[src/rtl/acc_bank_if.sv]
`default_nettype none
// ============================================================================
// Module      : acc_bank_if
// Description : Request/response bundle between the datapath and acc_bank.
// Revision    : 1.0 - initial release
// ============================================================================
interface acc_bank_if #(
    parameter int WIDTH = 8,
    parameter int SELW  = 2
);
    logic [SELW-1:0]  acc_sel;
    logic             acc_wr;
    logic [WIDTH-1:0] in_data;
    logic             in_carry;
    logic             in_zero;
    logic             push;
    logic             pop;
    logic             clr_err;
    logic [WIDTH-1:0] out_data;
    logic             out_carry;
    logic             out_zero;
    logic             stk_full;
    logic             stk_empty;
    logic             stk_err;

    modport master (
        output acc_sel, acc_wr, in_data, in_carry, in_zero, push, pop, clr_err,
        input  out_data, out_carry, out_zero, stk_full, stk_empty, stk_err
    );

    modport slave (
        input  acc_sel, acc_wr, in_data, in_carry, in_zero, push, pop, clr_err,
        output out_data, out_carry, out_zero, stk_full, stk_empty, stk_err
    );
endinterface
`default_nettype wire

[src/rtl/acc_bank.sv]
`default_nettype none
// ============================================================================
// Module      : acc_bank
// Description : NACC accumulators with carry/zero flags and a context stack.
// Revision    : 1.0 - initial release
// ============================================================================
module acc_bank #(
    parameter int WIDTH = 8,
    parameter int NACC  = 4,
    parameter int SELW  = 2,
    parameter int DEPTH = 4
) (
    input  logic       clk,
    input  logic       rst,
    acc_bank_if.slave  bus
);
    localparam int SPW  = $clog2(DEPTH + 1);
    localparam int ENTW = WIDTH + 2;

    logic [WIDTH-1:0] r_acc [NACC];
    logic [NACC-1:0]  r_carry;
    logic [NACC-1:0]  r_zero;
    logic [ENTW-1:0]  r_stk [DEPTH];
    logic [SPW-1:0]   r_sp;
    logic             r_err;

    logic             w_sel_ok;
    logic [ENTW-1:0]  w_cur;
    logic [ENTW-1:0]  w_top;
    logic             w_full;
    logic             w_empty;
    logic             w_push;
    logic             w_pop;
    logic             w_do_push;
    logic             w_do_pop;
    logic             w_err_set;

    // Selects at or beyond NACC match no entry, so they read as zero.
    always_comb begin
        w_sel_ok = 1'b0;
        w_cur    = '0;
        for (int i = 0; i < NACC; i++) begin
            if (bus.acc_sel == SELW'(i)) begin
                w_sel_ok = 1'b1;
                w_cur    = {r_acc[i], r_carry[i], r_zero[i]};
            end
        end
    end

    always_comb begin
        w_top = '0;
        for (int j = 0; j < DEPTH; j++) begin
            if (r_sp == SPW'(j + 1)) begin
                w_top = r_stk[j];
            end
        end
    end

    assign w_full    = (r_sp == SPW'(DEPTH));
    assign w_empty   = (r_sp == '0);
    assign w_push    = bus.push & ~bus.pop;
    assign w_pop     = bus.pop & ~bus.push;
    assign w_do_push = w_sel_ok & w_push & ~w_full;
    assign w_do_pop  = w_sel_ok & w_pop & ~w_empty;
    assign w_err_set = (w_sel_ok & w_push & w_full)
                     | (w_sel_ok & w_pop & w_empty)
                     | (~w_sel_ok & (bus.acc_wr | bus.push | bus.pop));

    assign bus.out_data  = w_cur[ENTW-1:2];
    assign bus.out_carry = w_cur[1];
    assign bus.out_zero  = w_cur[0];
    assign bus.stk_full  = w_full;
    assign bus.stk_empty = w_empty;
    assign bus.stk_err   = r_err;

    // A write in the same cycle as a pop takes priority; the popped entry is dropped.
    always_ff @(posedge clk or negedge rst) begin
        if (!rst) begin
            for (int i = 0; i < NACC; i++) begin
                r_acc[i] <= '0;
            end
            r_carry <= '0;
            r_zero  <= '0;
        end else begin
            for (int i = 0; i < NACC; i++) begin
                if (w_sel_ok && (bus.acc_sel == SELW'(i))) begin
                    if (bus.acc_wr) begin
                        r_acc[i]   <= bus.in_data;
                        r_carry[i] <= bus.in_carry;
                        r_zero[i]  <= bus.in_zero;
                    end else if (w_do_pop) begin
                        {r_acc[i], r_carry[i], r_zero[i]} <= w_top;
                    end
                end
            end
        end
    end

    always_ff @(posedge clk or negedge rst) begin
        if (!rst) begin
            r_sp  <= '0;
            r_err <= 1'b0;
        end else begin
            if (w_do_push) begin
                r_sp <= r_sp + SPW'(1);
            end else if (w_do_pop) begin
                r_sp <= r_sp - SPW'(1);
            end
            if (w_err_set) begin
                r_err <= 1'b1;
            end else if (bus.clr_err) begin
                r_err <= 1'b0;
            end
        end
    end

    // Stack storage carries no reset; entries above sp are never observed.
    always_ff @(posedge clk) begin
        for (int j = 0; j < DEPTH; j++) begin
            if (w_do_push && (r_sp == SPW'(j))) begin
                r_stk[j] <= w_cur;
            end
        end
    end
endmodule
`default_nettype wire

[src/flat_wrapper.sv]
// flat-port wrapper written by rule: the top's interface ports become plain ports
module acc_bank_flat 
#(
    parameter int WIDTH = 8,
    parameter int NACC  = 4,
    parameter int SELW  = 2,
    parameter int DEPTH = 4
)
  (clk, rst, bus_acc_sel, bus_acc_wr, bus_in_data, bus_in_carry, bus_in_zero, bus_push, bus_pop, bus_clr_err, bus_out_data, bus_out_carry, bus_out_zero, bus_stk_full, bus_stk_empty, bus_stk_err);
  acc_bank_if #(.WIDTH(WIDTH), .SELW(SELW)) bus_i ();
  input  logic clk;
  input  logic rst;
  input wire logic [$bits(bus_i.acc_sel)-1:0] bus_acc_sel;
  input wire logic [$bits(bus_i.acc_wr)-1:0] bus_acc_wr;
  input wire logic [$bits(bus_i.in_data)-1:0] bus_in_data;
  input wire logic [$bits(bus_i.in_carry)-1:0] bus_in_carry;
  input wire logic [$bits(bus_i.in_zero)-1:0] bus_in_zero;
  input wire logic [$bits(bus_i.push)-1:0] bus_push;
  input wire logic [$bits(bus_i.pop)-1:0] bus_pop;
  input wire logic [$bits(bus_i.clr_err)-1:0] bus_clr_err;
  output wire logic [$bits(bus_i.out_data)-1:0] bus_out_data;
  output wire logic [$bits(bus_i.out_carry)-1:0] bus_out_carry;
  output wire logic [$bits(bus_i.out_zero)-1:0] bus_out_zero;
  output wire logic [$bits(bus_i.stk_full)-1:0] bus_stk_full;
  output wire logic [$bits(bus_i.stk_empty)-1:0] bus_stk_empty;
  output wire logic [$bits(bus_i.stk_err)-1:0] bus_stk_err;
  assign bus_i.acc_sel = bus_acc_sel;
  assign bus_i.acc_wr = bus_acc_wr;
  assign bus_i.in_data = bus_in_data;
  assign bus_i.in_carry = bus_in_carry;
  assign bus_i.in_zero = bus_in_zero;
  assign bus_i.push = bus_push;
  assign bus_i.pop = bus_pop;
  assign bus_i.clr_err = bus_clr_err;
  assign bus_out_data = bus_i.out_data;
  assign bus_out_carry = bus_i.out_carry;
  assign bus_out_zero = bus_i.out_zero;
  assign bus_stk_full = bus_i.stk_full;
  assign bus_stk_empty = bus_i.stk_empty;
  assign bus_stk_err = bus_i.stk_err;
  acc_bank #(.WIDTH(WIDTH), .NACC(NACC), .SELW(SELW), .DEPTH(DEPTH)) u_core (.clk(clk), .rst(rst), .bus(bus_i));
endmodule
[config.mk]
export PLATFORM = sky130hd
export DESIGN_NAME = acc_bank_flat
export DESIGN_NICKNAME = d
export VERILOG_FILES = /design/src/rtl/acc_bank_if.sv /design/src/rtl/acc_bank.sv /design/src/flat_wrapper.sv
export SDC_FILE = /design/constraint.sdc
export NUM_CORES = 1
export LEC_CHECK = 0
export ABC_AREA = 1
export BUFFER_PORTS_ARGS = -buffer_cell sky130_fd_sc_hd__buf_2
export CAP_MARGIN = 0
export CORE_AREA = 2 2 112 71
export CTS_BUF_LIST = sky130_fd_sc_hd__clkbuf_4 sky130_fd_sc_hd__clkbuf_8
export DETAILED_ROUTE_END_ITERATION = 10
export DIE_AREA = 0 0 114 73
export PLACE_DENSITY = 0.82
export SYNTH_ARGS = -nofsm -noshare
export SYNTH_HDL_FRONTEND = slang
export SYNTH_SLANG_ARGS = --single-unit
[constraint.sdc]
create_clock -name clk -period 2 [get_ports clk]
set_input_delay 0.2 -clock clk [delete_from_list [all_inputs] [get_ports clk]]
set_output_delay 0.2 -clock clk [all_outputs]
set_load 0.02 [all_outputs]
==> summary.txt <==
STA
  – Final setup margin: roughly 0.055 ns
  – Final hold vios: 0
  – Unrepaired setup endpoints after global routing: true
  – Setup-failing EPs final: 0
  – Slew @ Worst Pin: around 0.58 ns
  – Final period util: a little over nine tenths
  – Max-slew violation count: 0
  – Fin crit period: 1.945 ns
  – Slew headroom: 61.56%
  – FMAX: slightly above 0.5 GHz
  – Clock skew: around 0.010 ns

Worst setup path
  – R2R depth: 10
  – Worst setup EP type: flop
  – CP max FO: 10
  – Critical path, cell by cell: inv_1 -> ha_1 -> inv_2 -> nor2_4 -> nor3_4 -> nor2_4 -> nor2_2 -> inv_2 -> nand2_1 -> nand2_1
  – CP Launch Point: u_core.r_sp[0]
  – Worst R2R End: u_core.r_acc[21]
  – Worst Path Arrival: about 2.2 ns
  – Worst R2R Start: u_core.r_sp[0]
  – Slowest stage cell, crit path: dfrtp_1
  – FF-to-FF setup slack: roughly 0.055 ns
  – Biggest cell delay along the critical path: around 0.43 ns
  – CP startpoint kind: flop
  – Critical Path End: u_core.r_acc[21]
  – Worst EP required: roughly 2.3 ns
  – Critical path class: flop to flop

Place
  – Post-DP HPWL: about 6600 um
  – Port bufs: 30
  – DP Worst Slack: between 0.07 and 0.08 ns
  – Final GP Congestion: 0.8688
  – Placed Instances: roughly 600
  – Instance area at placement: 4264 um^2

Final layout
  – Area grow syn2layout: 13.51%
  – Most common cell after layout, fill and taps aside: nand2_1
  – Leading cell types in the layout, fill and taps excluded: 267 x nand2_1, 44 x dfrtp_1, 40 x edfxtp_1
  – Fin cells: just over 600
  – Post-route cell area: between 4000 and 5000 um^2
  – Antenna Cells: 0
  – Layout Nets: 543
  – Fraction of layout instances using a drive strength above 1: roughly 15%
  – Final core utilization: 60.86%

Floorplan
  – Core area: 7445 um^2
  – Die ar.: roughly 8300 um^2
  – Initial core utilization: between 50 and 60%
  – Number of cell rows: 25
  – I/O pin cnt: 31
  – Die Wd: 114 um
  – Chip Height: roughly 73 um

Global routing
  – Antenna violations before repair: 0
  – First-pass GRT wire length: 15240 um
  – Total Routing Usage GR: around a quarter
  – Largest net degree at the start of global routing: 45
  – Global route overflow: 0
  – Vias in the first global route: between 3000 and 4000

Job
  – Max cap viols: 0

Logic synthesis
  – Syn nets: between 500 and 600
  – Synth Warn #: 0
  – Synth Register Bits: 84
  – Synth Cell Area: about 4000 um^2
  – Sequential-to-total area share from yosys stat: between 50% and 60%
  – Syn Area/Cell: 8.368 um^2
  – Synth unique cells: 26
  – Synth Instances: 477

Detailed routing
  – Drt wl/cell: roughly 15 um
  – Vias after detailed routing: roughly 3200
  – Final WL: 9339 um
  – Via density: 5.168
  – Post-route DRC: 0
  – DR pass1 iterations: 5
  – Post-DRT Antenna Nets: 0
  – Drt initial violations: 321

Power
  – VDD IR-drop max: approximately 0.00067 V
  – Power Density: about 1300 nW/um^2
  – Total power: 5.963 mW
  – Leakage power: 2.308 nW

Clock tree
  – CTS tree: done
  – Reg clk slew, reported paths: around 0.080 ns
  – Root Driver: clkbuf_8
  – Postcts setup bufs: 0
  – CTS H-tree lvls: 3
  – Maximum clock insertion buffer count: 2
  – Worst-Skew Late Latency: around 0.37 ns
  – CTS buffer count: 9
  – Clock Sink Count: 84

Outcome
  – Status: complete, no violations

Min path
  – Min-Delay Path Class: input pin to flop
  – HP Start: bus_clr_err
## Yosys cell counts, drive strengths merged
library cell    n  area (um^2)
nand4          10        62.56
dfrtp          44         1101
edfxtp         40         1201
inv            37        138.9
or2             2        15.02
o21ai           2        10.00
nor3            4        31.28
clkinv          2        7.510
ha              6        75.07
xor2            1        8.760
nand3           2        10.01
o221ai          1        8.760
nand2         270         1021
buf             9        81.32
xnor2           1        8.760
nor2           41        191.4
clkbuf          5        18.77
## kinds of logic after synthesis
family,after synthesis,share of synthesized area (%)
xor+xnor,2,0.4390
fa+ha+maj,6,1.881
simple gates,329,33.35
compound gates,3,0.4700
buf+inv,53,6.176
flops,84,57.68
## power breakdown
part | switching, mW | internal (mW) | leakage, nW
combinational | 1.34 | 0.628 | 1.26
clock | 0.640 | 0.837 | 0.116
sequential | 0.225 | 2.29 | 0.931
total | 2.21 | 3.76 | 2.31
## registers in the layout, indices dropped and copies added, names as in the netlist
name                cells
u_core.bus.stk_err      1
u_core.r_acc           32
u_core.r_carry          4
u_core.r_sp             3
u_core.r_stk           40
u_core.r_zero           4
## worst min path at each step
stage	end	depth (start not counted)
2_1_floorplan	u_core.bus.stk_err	0
3_3_place_gp	u_core.r_carry[1]	2
3_5_place_dp	u_core.r_acc[19]	2
4_1_cts	u_core.bus.stk_err	2
5_1_grt	u_core.bus.stk_err	2
6_report	u_core.bus.stk_err	2
## critical path, delay by kind of cell (launching register included)
family / cells / cell delay, ns
adder cells (fa/ha/maj): 1 / 0.25
buffers and inverters: 3 / 0.39
flip-flops: 1 / 0.43
AND/OR/NAND/NOR: 6 / 0.77
## area by class of cell
type | count | area, um^2
well taps | 94 | 117.6
flip-flops and latches | 84 | 2302
clock inverters | 7 | 122.6
multi-input cells | 340 | 1453
fillers | 638 | 2914
repair buffers | 45 | 265.3
clock buffers | 9 | 123.9
inverters | 39 | 146.4
## metal layers
layer  wire length [um]  GRT usage (%)  vias to the layer above  share of wire (%)
met4                135          9.350                        0                1.4
li1                   -              -                     1551                  -
met1               4259          35.45                     1490                 46
met3                908          8.140                       16                9.7
met5                  0              0                        -                  0
met2               4035          35.25                      137                 43
## metrics by stage
| stage | TNS (ns) | hold slack, ns |
|---|---|---|
| 2_1_floorplan | 0 | -0.09559 |
| 3_3_place_gp | 0 | 0.3068 |
| 3_5_place_dp | 0 | 0.3134 |
| 4_1_cts | 0 | 0.04908 |
| 5_1_grt | -1.416 | 0.05483 |
| 6_report | 0 | 0.06235 |
## repair_timing
action | CTS | global route
hold buffers | 1 | 0
gates resized for setup | 0 | 2
endpoints found under the hold margin | 44 | 0
endpoints found under the setup margin | 0 | 40
No activity file was read; power rests on OpenSTA's default activity.
